[config.mk]
export PLATFORM = sky130hd
export DESIGN_NAME = rr_interval_meter_flat
export DESIGN_NICKNAME = d
export VERILOG_FILES = /design/src/rtl/rr_interval_meter_pkg.sv /design/src/rtl/rr_interval_meter_if.sv /design/src/rtl/rr_avg4.sv /design/src/rtl/rr_interval_meter.sv /design/src/flat_wrapper.sv
export SDC_FILE = /design/constraint.sdc
export NUM_CORES = 1
export LEC_CHECK = 0
export ABC_AREA = 0
export BUFFER_PORTS_ARGS = -buffer_cell sky130_fd_sc_hd__buf_2
export CAP_MARGIN = 0
export CORE_AREA = 2 2 74 76
export DETAILED_ROUTE_END_ITERATION = 12
export DIE_AREA = 0 0 76 78
export PLACE_DENSITY = 0.63
export SLEW_MARGIN = 20
export SYNTH_ARGS = -nofsm -noshare
export SYNTH_HDL_FRONTEND = slang
export SYNTH_HIERARCHICAL = 1
export SYNTH_SLANG_ARGS = --single-unit
[constraint.sdc]
create_clock -name clk -period 3.44 [get_ports clk]
set_input_delay 0.172 -clock clk [delete_from_list [all_inputs] [get_ports clk]]
set_output_delay 0.172 -clock clk [all_outputs]
set_load 0.01 [all_outputs]
[src/rtl/rr_interval_meter_pkg.sv]
// Shared defaults and FSM state encoding for the R-R interval meter.
package rr_interval_meter_pkg;

    localparam int CNT_W_DEF    = 16;
    localparam int RR_LIMIT_DEF = 720;  // 2 s at 360 Hz
    localparam int REFRACT_DEF  = 72;   // 200 ms at 360 Hz

    typedef enum logic [1:0] {
        ST_IDLE    = 2'd0,
        ST_REFRACT = 2'd1,
        ST_ARMED   = 2'd2,
        ST_TIMEOUT = 2'd3
    } state_t;

endpackage

[src/rtl/rr_interval_meter_if.sv]
// Sample-in / interval-out bundle of the R-R interval meter.
interface rr_if #(
    parameter int CNT_W = 16
);
    logic             sample_en;
    logic             r_peak;
    logic [CNT_W-1:0] rr_data;
    logic             rr_valid;
    logic             rr_ready;
    logic             timeout;
    logic             overrun;

    // rr_valid/rr_ready: a transfer occurs on every rising clk edge where both
    // are high; once rr_valid is raised, rr_data stays stable until that edge.
    modport master (
        input  sample_en, r_peak, rr_ready,
        output rr_data, rr_valid, timeout, overrun
    );

    modport slave (
        output sample_en, r_peak, rr_ready,
        input  rr_data, rr_valid, timeout, overrun
    );
endinterface

[src/rtl/rr_avg4.sv]
// Four-deep interval history with a running sum; only built with RR_AVG_EN.
`ifdef RR_AVG_EN
module rr_avg4 #(
    parameter int W = 16
) (
    input  logic         clk,
    input  logic         rst,
    input  logic         push,
    input  logic [W-1:0] din,
    output logic [W-1:0] avg
);
    logic [W-1:0] h0, h1, h2, h3;
    logic [W+1:0] sum_q;
    logic [W+1:0] sum_next;
    logic         seeded;

    // avg includes din combinationally so the caller can register it on push.
    always_comb begin
        sum_next = {din, 2'b00};
        if (seeded) begin
            sum_next = sum_q - {2'b00, h3} + {2'b00, din};
        end
    end

    assign avg = sum_next[W+1:2];

    always_ff @(posedge clk) begin
        if (rst) begin
            h0     <= '0;
            h1     <= '0;
            h2     <= '0;
            h3     <= '0;
            sum_q  <= '0;
            seeded <= 1'b0;
        end else if (push) begin
            sum_q <= sum_next;
            if (!seeded) begin
                h0     <= din;
                h1     <= din;
                h2     <= din;
                h3     <= din;
                seeded <= 1'b1;
            end else begin
                h3 <= h2;
                h2 <= h1;
                h1 <= h0;
                h0 <= din;
            end
        end
    end
endmodule
`endif

[src/rtl/rr_interval_meter.sv]
// Measures R-R intervals in samples with refractory blanking and timeout.
// Define RR_AVG_EN to report the mean of the last four intervals instead.
module rr_interval_meter
    import rr_interval_meter_pkg::*;
#(
    parameter int CNT_W    = CNT_W_DEF,
    parameter int RR_LIMIT = RR_LIMIT_DEF,
    parameter int REFRACT  = REFRACT_DEF
) (
    input  logic   clk,
    input  logic   rst,
    rr_if.master   bus,
    output state_t dbg_state
);
    if (REFRACT >= RR_LIMIT || longint'(RR_LIMIT) >= (longint'(1) << CNT_W)) begin : g_param_check
        $error("rr_interval_meter: need REFRACT < RR_LIMIT < 2**CNT_W");
    end

    localparam logic [CNT_W-1:0] LIMIT_C   = CNT_W'(RR_LIMIT);
    localparam logic [CNT_W-1:0] REFRACT_C = CNT_W'(REFRACT);

    state_t           state;
    logic [CNT_W-1:0] cnt;
    logic [CNT_W-1:0] cnt_inc;
    logic [CNT_W-1:0] interval;
    logic [CNT_W-1:0] data_next;
    logic [CNT_W-1:0] data_q;
    logic             valid_q;
    logic             timeout_q;
    logic             overrun_q;
    logic             peak;
    logic             cap;
    logic             load;

    assign peak     = bus.sample_en && bus.r_peak;
    assign cap      = (state == ST_ARMED) && peak;
    assign interval = cnt + CNT_W'(1);
    assign cnt_inc  = (cnt >= LIMIT_C) ? LIMIT_C : cnt + CNT_W'(1);
    // A capture is taken when the output slot is empty or being emptied this edge.
    assign load     = cap && (!valid_q || bus.rr_ready);

    always_ff @(posedge clk) begin
        if (rst) begin
            state     <= ST_IDLE;
            cnt       <= '0;
            timeout_q <= 1'b0;
        end else begin
            case (state)
                ST_IDLE: begin
                    cnt <= '0;
                    if (peak) begin
                        state <= ST_REFRACT;
                    end
                end
                ST_REFRACT: begin
                    if (bus.sample_en) begin
                        cnt <= cnt_inc;
                        if (cnt_inc == REFRACT_C) begin
                            state <= ST_ARMED;
                        end
                    end
                end
                ST_ARMED: begin
                    if (peak) begin
                        cnt   <= '0;
                        state <= ST_REFRACT;
                    end else if (bus.sample_en) begin
                        cnt <= cnt_inc;
                        if (cnt_inc == LIMIT_C) begin
                            state     <= ST_TIMEOUT;
                            timeout_q <= 1'b1;
                        end
                    end
                end
                ST_TIMEOUT: begin
                    if (peak) begin
                        cnt       <= '0;
                        timeout_q <= 1'b0;
                        state     <= ST_REFRACT;
                    end else if (bus.sample_en) begin
                        cnt <= cnt_inc;
                    end
                end
                default: begin
                    state <= ST_IDLE;
                    cnt   <= '0;
                end
            endcase
        end
    end

`ifdef RR_AVG_EN
    rr_avg4 #(
        .W(CNT_W)
    ) u_avg (
        .clk (clk),
        .rst (rst),
        .push(load),
        .din (interval),
        .avg (data_next)
    );
`else
    assign data_next = interval;
`endif

    always_ff @(posedge clk) begin
        if (rst) begin
            data_q    <= '0;
            valid_q   <= 1'b0;
            overrun_q <= 1'b0;
        end else begin
            overrun_q <= 1'b0;
            if (load) begin
                data_q  <= data_next;
                valid_q <= 1'b1;
            end else if (cap) begin
                overrun_q <= 1'b1;
            end else if (valid_q && bus.rr_ready) begin
                valid_q <= 1'b0;
            end
        end
    end

    assign bus.rr_data  = data_q;
    assign bus.rr_valid = valid_q;
    assign bus.timeout  = timeout_q;
    assign bus.overrun  = overrun_q;
    assign dbg_state    = state;
endmodule

[src/flat_wrapper.sv]
// flat-port wrapper written by rule: the top's interface ports become plain ports
module rr_interval_meter_flat import rr_interval_meter_pkg::*;
#(
    parameter int CNT_W    = CNT_W_DEF,
    parameter int RR_LIMIT = RR_LIMIT_DEF,
    parameter int REFRACT  = REFRACT_DEF
)
  (clk, rst, dbg_state, bus_sample_en, bus_r_peak, bus_rr_ready, bus_rr_data, bus_rr_valid, bus_timeout, bus_overrun);
  rr_if #(.CNT_W(CNT_W)) bus_i ();
  input  logic clk;
  input  logic rst;
  output state_t dbg_state;
  input wire logic [$bits(bus_i.sample_en)-1:0] bus_sample_en;
  input wire logic [$bits(bus_i.r_peak)-1:0] bus_r_peak;
  input wire logic [$bits(bus_i.rr_ready)-1:0] bus_rr_ready;
  output wire logic [$bits(bus_i.rr_data)-1:0] bus_rr_data;
  output wire logic [$bits(bus_i.rr_valid)-1:0] bus_rr_valid;
  output wire logic [$bits(bus_i.timeout)-1:0] bus_timeout;
  output wire logic [$bits(bus_i.overrun)-1:0] bus_overrun;
  assign bus_i.sample_en = bus_sample_en;
  assign bus_i.r_peak = bus_r_peak;
  assign bus_i.rr_ready = bus_rr_ready;
  assign bus_rr_data = bus_i.rr_data;
  assign bus_rr_valid = bus_i.rr_valid;
  assign bus_timeout = bus_i.timeout;
  assign bus_overrun = bus_i.overrun;
  rr_interval_meter #(.CNT_W(CNT_W), .RR_LIMIT(RR_LIMIT), .REFRACT(REFRACT)) u_core (.clk(clk), .rst(rst), .bus(bus_i), .dbg_state(dbg_state));
endmodule
# Word level (Yosys, flattened, before mapping)
# Index checks and enable logic that the tools add are counted.
# totals
out_inout_bits	21
inputBits	5
ff_bits	37
wordCells	58
# op_classes
n_lt_le_gt_ge	1
reduce_logical	15
n_mux	20
n_eq_ne	15
n_addsub	1
# ops
op	count
16-bit 2-to-1 mux	3
16-bit case mux with 3 select lines	1
16-bit by 1-bit adder with 16-bit output (second input constant)	1
16-bit by 10-bit equality test with 1-bit output (second input constant)	1
16-bit by 7-bit equality test with 1-bit output (second input constant)	1
16-bit by 10-bit >= comparator with 1-bit output (second input constant)	1
2-bit 2-to-1 mux	6
2-bit != test (second input constant)	5
5-bit AND reduction	2
1-bit 2-to-1 mux	8
2-bit by 1-bit != test with 1-bit output (second input constant)	3
3-bit by 2-bit != test with 1-bit output (second input constant)	2
2-bit case mux with 3 select lines	1
2-bit OR reduction	3
2-bit equality test (second input constant)	2
1-bit logical AND	4
2-bit nonzero test	2
2-bit by 1-bit equality test with 1-bit output (second input constant)	1
2-bit zero test	1
1-bit case mux with 2 select lines	1
2-bit AND reduction	1
1-bit zero test	1
1-bit logical OR	1

# Depth between registers and ports, before layout
# Gate-level depths: netlist of run 1.
# logic_depth
depth_word	7
mapped_depth	9
ltp_nobuf	8

# Worst setup path before layout of run 1
# No wires, ideal clock.
# synth_path
path_kind	register to register
from	register u_core.cnt[0]
to	register u_core.state[0] (netlist: u_core/dbg_state[0])
path_buffers	0
arrival_ns	2.015
t_required_ns	3.317
path_slack_ns	1.302
stages_incl_launch_ff	7
cell_sequence	dfxtp_1 -> inv_1 -> ha_1 -> or3_1 -> nor4_1 -> o22ai_2 -> mux2_1
# synth_via
elab_chain_cells	5
# synth_rtl
item	line	text
from (decl)	rr_interval_meter.sv:23	logic [CNT_W-1:0] cnt;
from (signal assigned)	rr_interval_meter.sv:57	cnt <= cnt_inc;
from (signal assigned)	rr_interval_meter.sv:68	cnt <= cnt_inc;
from (signal assigned)	rr_interval_meter.sv:81	cnt <= cnt_inc;
16-bit by 1-bit adder with 16-bit output (*)	--	
net u_core.data_next[0]	rr_interval_meter.sv:26	logic [CNT_W-1:0] data_next;
16-bit 2-to-1 mux (*)	rr_interval_meter.sv:38	assign cnt_inc = (cnt >= LIMIT_C) ? LIMIT_C : cnt + CNT_W'(1);
16-bit by 10-bit equality test with 1-bit output / 16-bit by 7-bit equality test with 1-bit output (equally long branches)	rr_interval_meter.sv:69, rr_interval_meter.sv:58	
3-bit by 2-bit != test with 1-bit output (no line) / 2-bit by 1-bit != test with 1-bit output (equally long branches)	--	
5-bit AND reduction (no line) (*)	--	
to (signal assigned)	rr_interval_meter.sv:44	state <= ST_IDLE;
to (signal assigned)	rr_interval_meter.sv:66	state <= ST_REFRACT;
to (signal assigned)	rr_interval_meter.sv:70	state <= ST_TIMEOUT;
to (decl)	rr_interval_meter.sv:22	state_t state;
# Mark *: on every way through the listed nets, which the timed path passes. The rest lies on a longest branch.
# A chain may end at the register's enable or synchronous reset.

# Final worst setup path of run 1
# layout_path
from	register u_core.cnt[1]
to	register u_core.state[0] (netlist: u_core/dbg_state[0])
# layout_via
elab_chain_cells	5
# layout_rtl
item	line
16-bit by 1-bit adder with 16-bit output / 16-bit by 10-bit >= comparator with 1-bit output (equally long branches)	rr_interval_meter.sv:38
16-bit 2-to-1 mux (*)	rr_interval_meter.sv:38
16-bit by 10-bit equality test with 1-bit output / 16-bit by 7-bit equality test with 1-bit output (equally long branches)	rr_interval_meter.sv:69, rr_interval_meter.sv:58
3-bit by 2-bit != test with 1-bit output (no line) / 2-bit by 1-bit != test with 1-bit output (equally long branches)	--
5-bit AND reduction (no line) (*)	--
# Every way passes the cells marked *; elsewhere a longest branch is shown, timed or not.

==> flow_results.org, run 1 <==
** Status
- The run finished with clean final reports.

** Clock tree
- TritonCTS built the clock tree.
- The later pin in the worst-skew pair is clocked with a latency of 0.28 ns.
- The root buffer cell chosen for the clock tree is sky130_fd_sc_hd__clkbuf_8.
- CTS max path bufs :: 2
- Post_cts resized :: 0
- Reg clk slew, reported paths :: about 0.070 ns
- Number of CTS-inserted buffers :: 5
- H-tree depth :: 2
- Once the clock tree was built, the setup fixing pass inserted 0 buffers.
- Total clock sinks :: 37
- Number of buffers inserted for hold repair after clock tree synthesis :: 0

** Route
- After detailed routing, the number of remaining DRC violations is 0.
- Average detailed-routed wire length per instance :: between 10 and 15 um
- In this run the remaining antenna-violating nets after routing total 0.
- Vias after detailed routing :: between 1,500 and 2,000
- DR vias/cell :: about 5.2
- First DRT Iteration DRCs :: 72
- For this block, the routed nets add up to roughly 4300 um of wire.
- Before antenna repair, the detailed router went through 4 iterations.

** Global route
- First-pass GRT wire length :: 7734 um
- Summed over all layers, the global routing overflow is 0.
- In the global route stage, overall resource usage came out at 16.08%.
- The number of global-route vias before repair came to between 1,500 and 2,000.
- The initial antenna violation count came to 0.
- Pin count of the biggest net entering global routing :: 24

** Power and ir drop
- Gate power share :: about a quarter
- Switching part of the total :: between 20 and 30%
- Sequential cells burn a little over two fifths of the power.
- The design draws around 1.1 mW.
- Power spread over the standard cell area amounts to 498.2 mW/mm2.
- Switching power summed over all nets :: approximately 330 uW
- Per report_power, the clock group accounts for roughly 34% of the total.
- For this design the static power due to leakage is 0.8523 nW.
- IR drop worst, VDD :: between 0.3 and 0.4 mV
- The internal power of the cells totals between 800 and 900 uW.

** Cells and area
- Area of all placed cells without fillers :: about 0.0023 mm2
- Net count reported at finish :: around 270
- Ant diodes :: 0
- Most common cell after layout, fill and taps aside :: sky130_fd_sc_hd__dfxtp_1
- Of the cells placed in the final design, the portion with a size suffix greater than 1 is 18.22%.
- Leaving out fill and tap cells, the most frequent cells in the layout are 37 x sky130_fd_sc_hd__dfxtp_1, 34 x sky130_fd_sc_hd__nor2_1, 25 x sky130_fd_sc_hd__buf_2.
- The filler cells instantiated in the layout total between 500 and 600.
- Relative to the synthesized area, the layout overhead comes to 11.16%.
- At the end of the flow the core is filled with cells to a little under half.
- The count of cells in the finished layout, fillers not included, comes to ~330.

** Timing
- Hold is met by roughly 0.19 ns.
- Min Tclk post-route :: ~2.4 ns
- After layout, the worst setup slack is between 1 and 1.5 ns.
- Setup repair after global routing missed its margin :: false
- Count of final setup violators :: 0
- For the final routed database, the setup TNS stands at 0 ns.
- Between clock sinks in the finished design, the worst skew comes to about 0.0062 ns.
- At the pin with the least slew margin, the transition time is between 0.6 and 0.7 ns.
- Highest clock rate :: 415.6 MHz
- The worst pin sits at a relative slew slack of 56.27%.
- Fraction of the cycle the final worst path needs :: 69.94%
- Final hold violations :: 0
- Final-report max-slew violation count :: 0

** Die
- The core region is slightly above 0.005 mm2.
- During I/O placement, the number of pins put on the boundary was 26.
- The die is 78 um tall.
- The floorplan has 26 rows.
- Effective utilization at floorplan :: between 40% and 50%
- From left edge to right edge, the die measures approximately 76 um.
- Area enclosed by the die boundary :: approximately 0.0059 mm2

** Worst setup path
- The critical path is of the flip-flop to flip-flop type.
- Peak fanout along the critical path :: 10
- The worst setup path is captured at a flip-flop.
- Critical Path Source Type :: flip-flop
- For the worst setup path, the data required time is about 3.6 ns.
- Signal arrival time at the worst endpoint :: 2.58 ns

** Synth
- Cell taking the most area after synthesis :: sky130_fd_sc_hd__dfxtp_1
- Of the synthesized area, sequential elements account for 35.73%.
- When the netlist entered floorplanning its net count stood at roughly 250.
- Syn Inst Count :: roughly 240
- In this run the biggest area consumer among cell types represents 35.73% of the synthesized area.
- Counting flops and latches in the post-synthesis netlist gives 37.
- By area the synthesized netlist is led by sky130_fd_sc_hd__dfxtp_1 36%, sky130_fd_sc_hd__nor2_1 6.2%, sky130_fd_sc_hd__a211oi_1 5.8%, sky130_fd_sc_hd__ha_1 4.2%, sky130_fd_sc_hd__a21oi_1 3.1%.
- Number of flops mapped to enable cells by yosys :: 0
- Summing every instance area after synthesis gives 0.002073 mm2.
- A synthesized cell averages around 8.6 um2.
- Synth warn :: 6
- Share of flip-flops with an asynchronous set or reset :: 0%
- Unique cell type count in the Yosys netlist :: 51
- Among all flip-flop cells after synthesis, the most frequent one is sky130_fd_sc_hd__dfxtp_1.

** Placed design
- Worst slack after detailed placement :: about 1.1 ns
- The HPWL after detailed placement is 3139 um.
- GP Congestion :: between 0.8 and 0.9
- Count of input and output buffers :: 25
- Number of placed instances with taps included :: 320
- Once placement finished, the instance area stood at approximately 0.0022 mm2.

** Hold path
- Class of the worst hold path :: primary input to flip-flop

** Flow run
- MaxCap Viol Count :: 0
==> cell families after synthesis <==
family	share of synthesized area (%)
adder cells (fa/ha/maj)	4.224
multiplexers	1.026
AND/OR/NAND/NOR	26.01
XOR/XNOR	5.069
flip-flops	35.73
buffers and inverters	6.820
AO/OA/AOI/OAI	21.12
==> Yosys cell counts (all sizes together) (2+ instances only) <==
cell / n
inv: 7
and3: 2
dfxtp: 37
nor2b: 2
xor2: 7
a311oi: 3
a21bo: 2
nand3: 10
nand2b: 2
nand2: 11
buf: 9
a22oi: 2
a21oi: 13
and2: 8
clkbuf: 10
nor3: 11
nor2: 34
nor4: 3
a211oi: 16
o21a: 2
xnor2: 5
ha: 7
nand4: 4
o211a: 2
nor3b: 3
nand3b: 3
o22ai: 2
o21ai: 13
==> power groups by stage <==
| stage | clock [mW] | combinational, mW | sequential (mW) |
|---|---|---|---|
| floorplan | 0 | 0.191 | 0.505 |
| global placement | 0 | 0.276 | 0.495 |
| detailed placement | 0 | 0.279 | 0.494 |
| CTS | 0.398 | 0.280 | 0.484 |
| global route | 0.416 | 0.315 | 0.490 |
| finish | 0.384 | 0.280 | 0.484 |
==> path summary, 6_finish.rpt <==
kind | startpoint | endpoint | slack (ns) | cells past startpoint
worst min-delay path | bus_rr_ready | u_core/bus.overrun | 0.19 | 3
worst min register to register | u_core/bus.timeout | u_core/bus.timeout | 0.46 | 2
worst max register to register | u_core/cnt[1] | u_core/dbg_state[0] | 1.03 | 7
worst max-delay path | u_core/cnt[1] | u_core/dbg_state[0] | 1.03 | 7
==> registers in the layout, indices dropped and copies added, names as in the netlist <==
signal               flops
u_core/bus.rr_data      16
u_core/cnt              16
u_core/dbg_state         2
u_core/bus.overrun       1
u_core/bus.rr_valid      1
u_core/bus.timeout       1
==> routing by layer <==
layer	wire length, um	GRT usage (%)	share of wire (%)	vias to the layer above
li1	-	-	-	899
met1	2186	21.09	50	772
met2	1944	26.61	45	33
met3	181	3.488	4.2	5
met4	37	4.909	0.85	0
met5	0	0	0	-
==> worst max-delay path, stage by stage (launching register included) <==
cell,delay [ns]
sky130_fd_sc_hd__dfxtp_1,0.44
sky130_fd_sc_hd__ha_1,0.39
sky130_fd_sc_hd__nand2_2,0.16
sky130_fd_sc_hd__a211oi_1,0.30
sky130_fd_sc_hd__o32ai_2,0.16
sky130_fd_sc_hd__nor4_1,0.40
sky130_fd_sc_hd__o22ai_2,0.14
sky130_fd_sc_hd__mux2_1,0.32
==> area by class of cell <==
cell class                 count  area (um2)  share of cell area [%]
timing repair buffer          27       140.1                   6.080
inverter                       7       26.28                   1.140
clock inverter                 1       30.03                   1.303
tap                           70       87.58                   3.800
clock buffer                   7       86.33                   3.746
multi-input combinational    179        1194                   51.79
sequential                    37       740.7                   32.14
(Power assumes the default switching activity.)
==> inputs of run 2 (changes only) <==
clock period = 2.25 ns   (was 3.44 ns; I/O delays follow)
==> run 2 against run 1 <==
Against the previous run:
- hold slack got worse by 0.058 ns
- first-iteration DRC count up 17%
- routed wire length increased by 7.6%
- critical path type unchanged
- largest cell class unchanged
- design area increased by 9.3%
- combinational power grew 80%
- critical path depth increased by 1
- maximum frequency up 9.4%
- sequential power grew 51%
==> flow_results.org, run 2 (synthesis gave the netlist of run 1 again) <==
** Global route
- Pin count of the biggest net entering global routing :: 24 (unchanged)
- First-pass GRT wire length :: 7803 um (+0.89%)
- The overall track demand over capacity in global routing came to 16.57% (+0.49 points).
- Total grt overflow :: 0 (unchanged)
- The number of global-route vias before repair was 1,640 (unchanged).
- The initial antenna violation count came to 0 (unchanged).

** Worst setup path
- The slack of the worst reg-to-reg path was 0.05 ns (-0.98 ns).
- The worst register-to-register path ends at u_core/dbg_state[0].
- Kind of end point of the critical path :: flip-flop
- Peak fanout along the critical path :: 9 (-1)
- Signal arrival time at the worst endpoint :: 2.38 ns (-0.20 ns)
- Source of the critical timing path :: u_core/cnt[4]
- In this design, the critical path's most frequently occurring cell is sky130_fd_sc_hd__buf_4.
- The slowest stage of the critical path is the sky130_fd_sc_hd__dfxtp_1 cell.
- The worst setup path is launched from a flip-flop.
- The critical path goes through buf_4 > and4_1 > a211oi_2 > o32ai_2 > buf_4 > a2111oi_4 > o22ai_2 > mux2_1.
- Launch point of the worst reg-to-reg path :: u_core/cnt[4]
- The worst setup path is of the flip-flop to flip-flop kind.
- Max stage delay on crit path :: 0.39 ns (-0.05 ns)
- On the critical path the largest part of the delay comes from compound AO/OA/AOI/OAI gates.
- The data required time of the critical path came to 2.43 ns (-1.18 ns).
- The number of cells on the worst reg-to-reg path is 8 (+1).
- The combined buffer and inverter count along the critical path came to 2 (+2).

** Timing
- Worst-case headroom to the max-slew limit :: 69.60% (+13 points)
- The post-route worst setup slack was 0.05115 ns (-0.9828 ns).
- The slew of the pin with the lowest slew margin is 0.4527 ns (-0.2018 ns).
- The setup-violating endpoint count in the final report came to 0 (unchanged).
- Final hold violations :: 0 (unchanged)
- Min Tclk post-route :: 2.199 ns (-0.2072 ns)
- Skew final :: 0.002264 ns (-0.003937 ns)
- Final-report max-slew violation count :: 0 (unchanged)
- Highest clock rate :: 454.8 MHz (+9.4%)
- Fraction of the cycle the final worst path needs :: 97.73% (+28 points)

** Cells and area
- Area of combinational cells with multiple inputs :: 0.001227 mm2 (+2.8%)
- Relative to the synthesized area, the layout overhead comes to 21.48%.
- Fraction of final layout cells with drive strength greater than 1 :: 27.14% (+8.9 points)
- Count of non-filler cells in the finished layout :: 350 (+6.7%)
- The area of all sequential standard cells came to 743.2 um2 (+0.34%).
- The final antenna diode count is 0 (unchanged).
- Most frequent cells in the layout :: 35 x sky130_fd_sc_hd__dfxtp_1, 34 x sky130_fd_sc_hd__nor2_1, 25 x sky130_fd_sc_hd__buf_2
- Most common cell after layout, fill and taps aside :: sky130_fd_sc_hd__dfxtp_1
- The post-layout instance area came to 0.002519 mm2 (+9.3%).
- Number of fillers in the final layout :: 505 (-0.39%)
- Net count reported at finish :: 291 (+8.2%)

** Hold path
- Cell depth of the worst hold path :: 3 (unchanged)
- The min-delay analysis places its worst path in the category primary input to flip-flop.
- The worst hold path begins at bus_rr_ready.
- For hold timing, the worst endpoint is u_core/bus.overrun.

** Placed design
- DP Wirelength :: 3480 um (+11%)
- The total cell area at the placement stage came to 0.002359 mm2 (+7.8%).
- Count of input and output buffers :: 25 (unchanged)
- The global placer's final weighted congestion came to 0.8413 (about the same).
- Number of placed instances with taps included :: 341 (+6.6%)
- The worst-case setup slack after placement was -0.02486 ns (-1.092 ns).

** Clock tree
- The level count of the clock H-tree came to 2 (unchanged).
- CTS tree :: done
- The number of buffers added by the clock tree synthesis step was 5 (unchanged).
- Reg clk slew, reported paths :: 0.07 ns (about the same)
- The insertion delay of the later-clocked pin in the worst-skew pair came to 0.29 ns (about the same).
- The sink count of the clock tree is 37 (unchanged).
- Clk root buf :: sky130_fd_sc_hd__clkbuf_8
- CTS max path bufs :: 2 (unchanged)

** Route
- The detailed-route wire length was 4680 um (+7.6%).
- Number of detailed-routing iterations run before antenna repair :: 4 (unchanged)
- The average wire per cell in the routed design came to 13.37 um (+0.85%).
- First DRT Iteration DRCs :: 84 (+17%)
- The detailed-route via count was 1,805 (+5.6%).
- The count of nets left with antenna violations after detail routing was 0 (unchanged).
- The number of DRC violations after detailed routing came to 0 (unchanged).
- The via density per instance came to 5.157 (-1.0%).

** Power and ir drop
- The share of power burned in registers was 40.0% (-2.2 points).
- The proportion of total power due to net switching was 29.50% (+0.67 points).
- Cell leakage power :: 0.9757 nW (+14%)
- The worst ir drop on vdd is 0.5915 mV (+50%).
- Clock share of power :: 32.6% (-0.9 points)
- The internal power consumption is 1.292 mW (+58%).
- Gate power share :: 27.5% (+3.1 points)
- Cell area power density :: 727.7 mW/mm2 (+46%)
- The net switching power is 540.6 uW (+63%).
- Total power of the final layout :: 1.833 mW (+60%)

** Die
- Die boundary width :: 76 um (unchanged)
- The cell row count was 26 (unchanged).
- Effective utilization at floorplan :: 41.12% (unchanged)
- I/O pin count :: 26 (unchanged)
- CORE AREA :: 0.005042 mm2 (unchanged)
- Area enclosed by the die boundary :: 0.005928 mm2 (unchanged)
- The die boundary height came to 78 um (unchanged).

** Status
- The run finished with clean final reports.

** Flow run
- MaxCap Viol Count :: 0 (unchanged)
==> run 2: cell count changes in the layout (fill, tap and decap cells not counted), sizes merged <==
cell | before | now
buf | 27 | 49
==> run 2: worst max path at each step <==
stage / to / slack [ns] / cells after the start
floorplan: u_core/dbg_state[0] / 0.11 / 6
global placement: u_core/dbg_state[0] / 0.04 / 7
detailed placement: u_core/dbg_state[0] / -0.02 / 7
CTS: u_core/dbg_state[0] / 0.03 / 8
global route: u_core/dbg_state[0] / -0.04 / 8
finish: u_core/dbg_state[0] / 0.05 / 8
==> run 2: what timing repair did <==
item / CTS / global route
pin swaps: 0 / 5
setup endpoints to repair: 2 / 3
buffers inserted: 0 / 1
hold buffers: 0 / 0
gates cloned: 0 / 0
resized for setup: 1 / 7
==> run 2: power by group through the flow <==
stage                     clock network (mW)  registers (mW)  logic, mW
after global routing                   0.638           0.740      0.558
after CTS                              0.610           0.731      0.482
after detailed placement                   0           0.747      0.478
after global placement                     0           0.743      0.471
final                                  0.597           0.732      0.504
after floorplan                            0           0.773      0.293
==> run 2: layer usage <==
metal / track usage, % / routed length [um] / share of wire, % / vias up
met5: 0 / 0 / 0 / -
met4: 7.455 / 108 / 2.3 / 0
met3: 3.256 / 213 / 4.6 / 11
met2: 26.88 / 2152 / 46 / 45
met1: 21.44 / 2206 / 47 / 809
li1: - / - / - / 940
==> run 2: through the flow <==
stage | setup TNS (ns) | hold WS (ns) | util (%)
after floorplan | 0 | 0.3052 | -
after global placement | 0 | 0.4218 | 46.77
after detailed placement | -0.02486 | 0.4280 | 46.77
after CTS | 0 | 0.1223 | 49.21
after global routing | -0.07501 | 0.1514 | 49.95
final | 0 | 0.1324 | 49.95
==> run 2: worst register-to-register path, delay by kind of cell (launching register included) <==
| family | cells | cell delay (ns) |
|---|---|---|
| AND/OR/NAND/NOR | 1 | 0.24 |
| buffers and inverters | 2 | 0.37 |
| flip-flops | 1 | 0.39 |
| AO/OA/AOI/OAI | 4 | 0.76 |
| multiplexers | 1 | 0.32 |
==> run 2: layout make-up <==
class	count	area share [%]
repair buffers	49	12.62
well taps	70	3.477
flip-flops and latches	37	29.51
clock inverters	1	1.192
multi-input cells	179	48.73
inverters	7	1.043
clock buffers	7	3.428
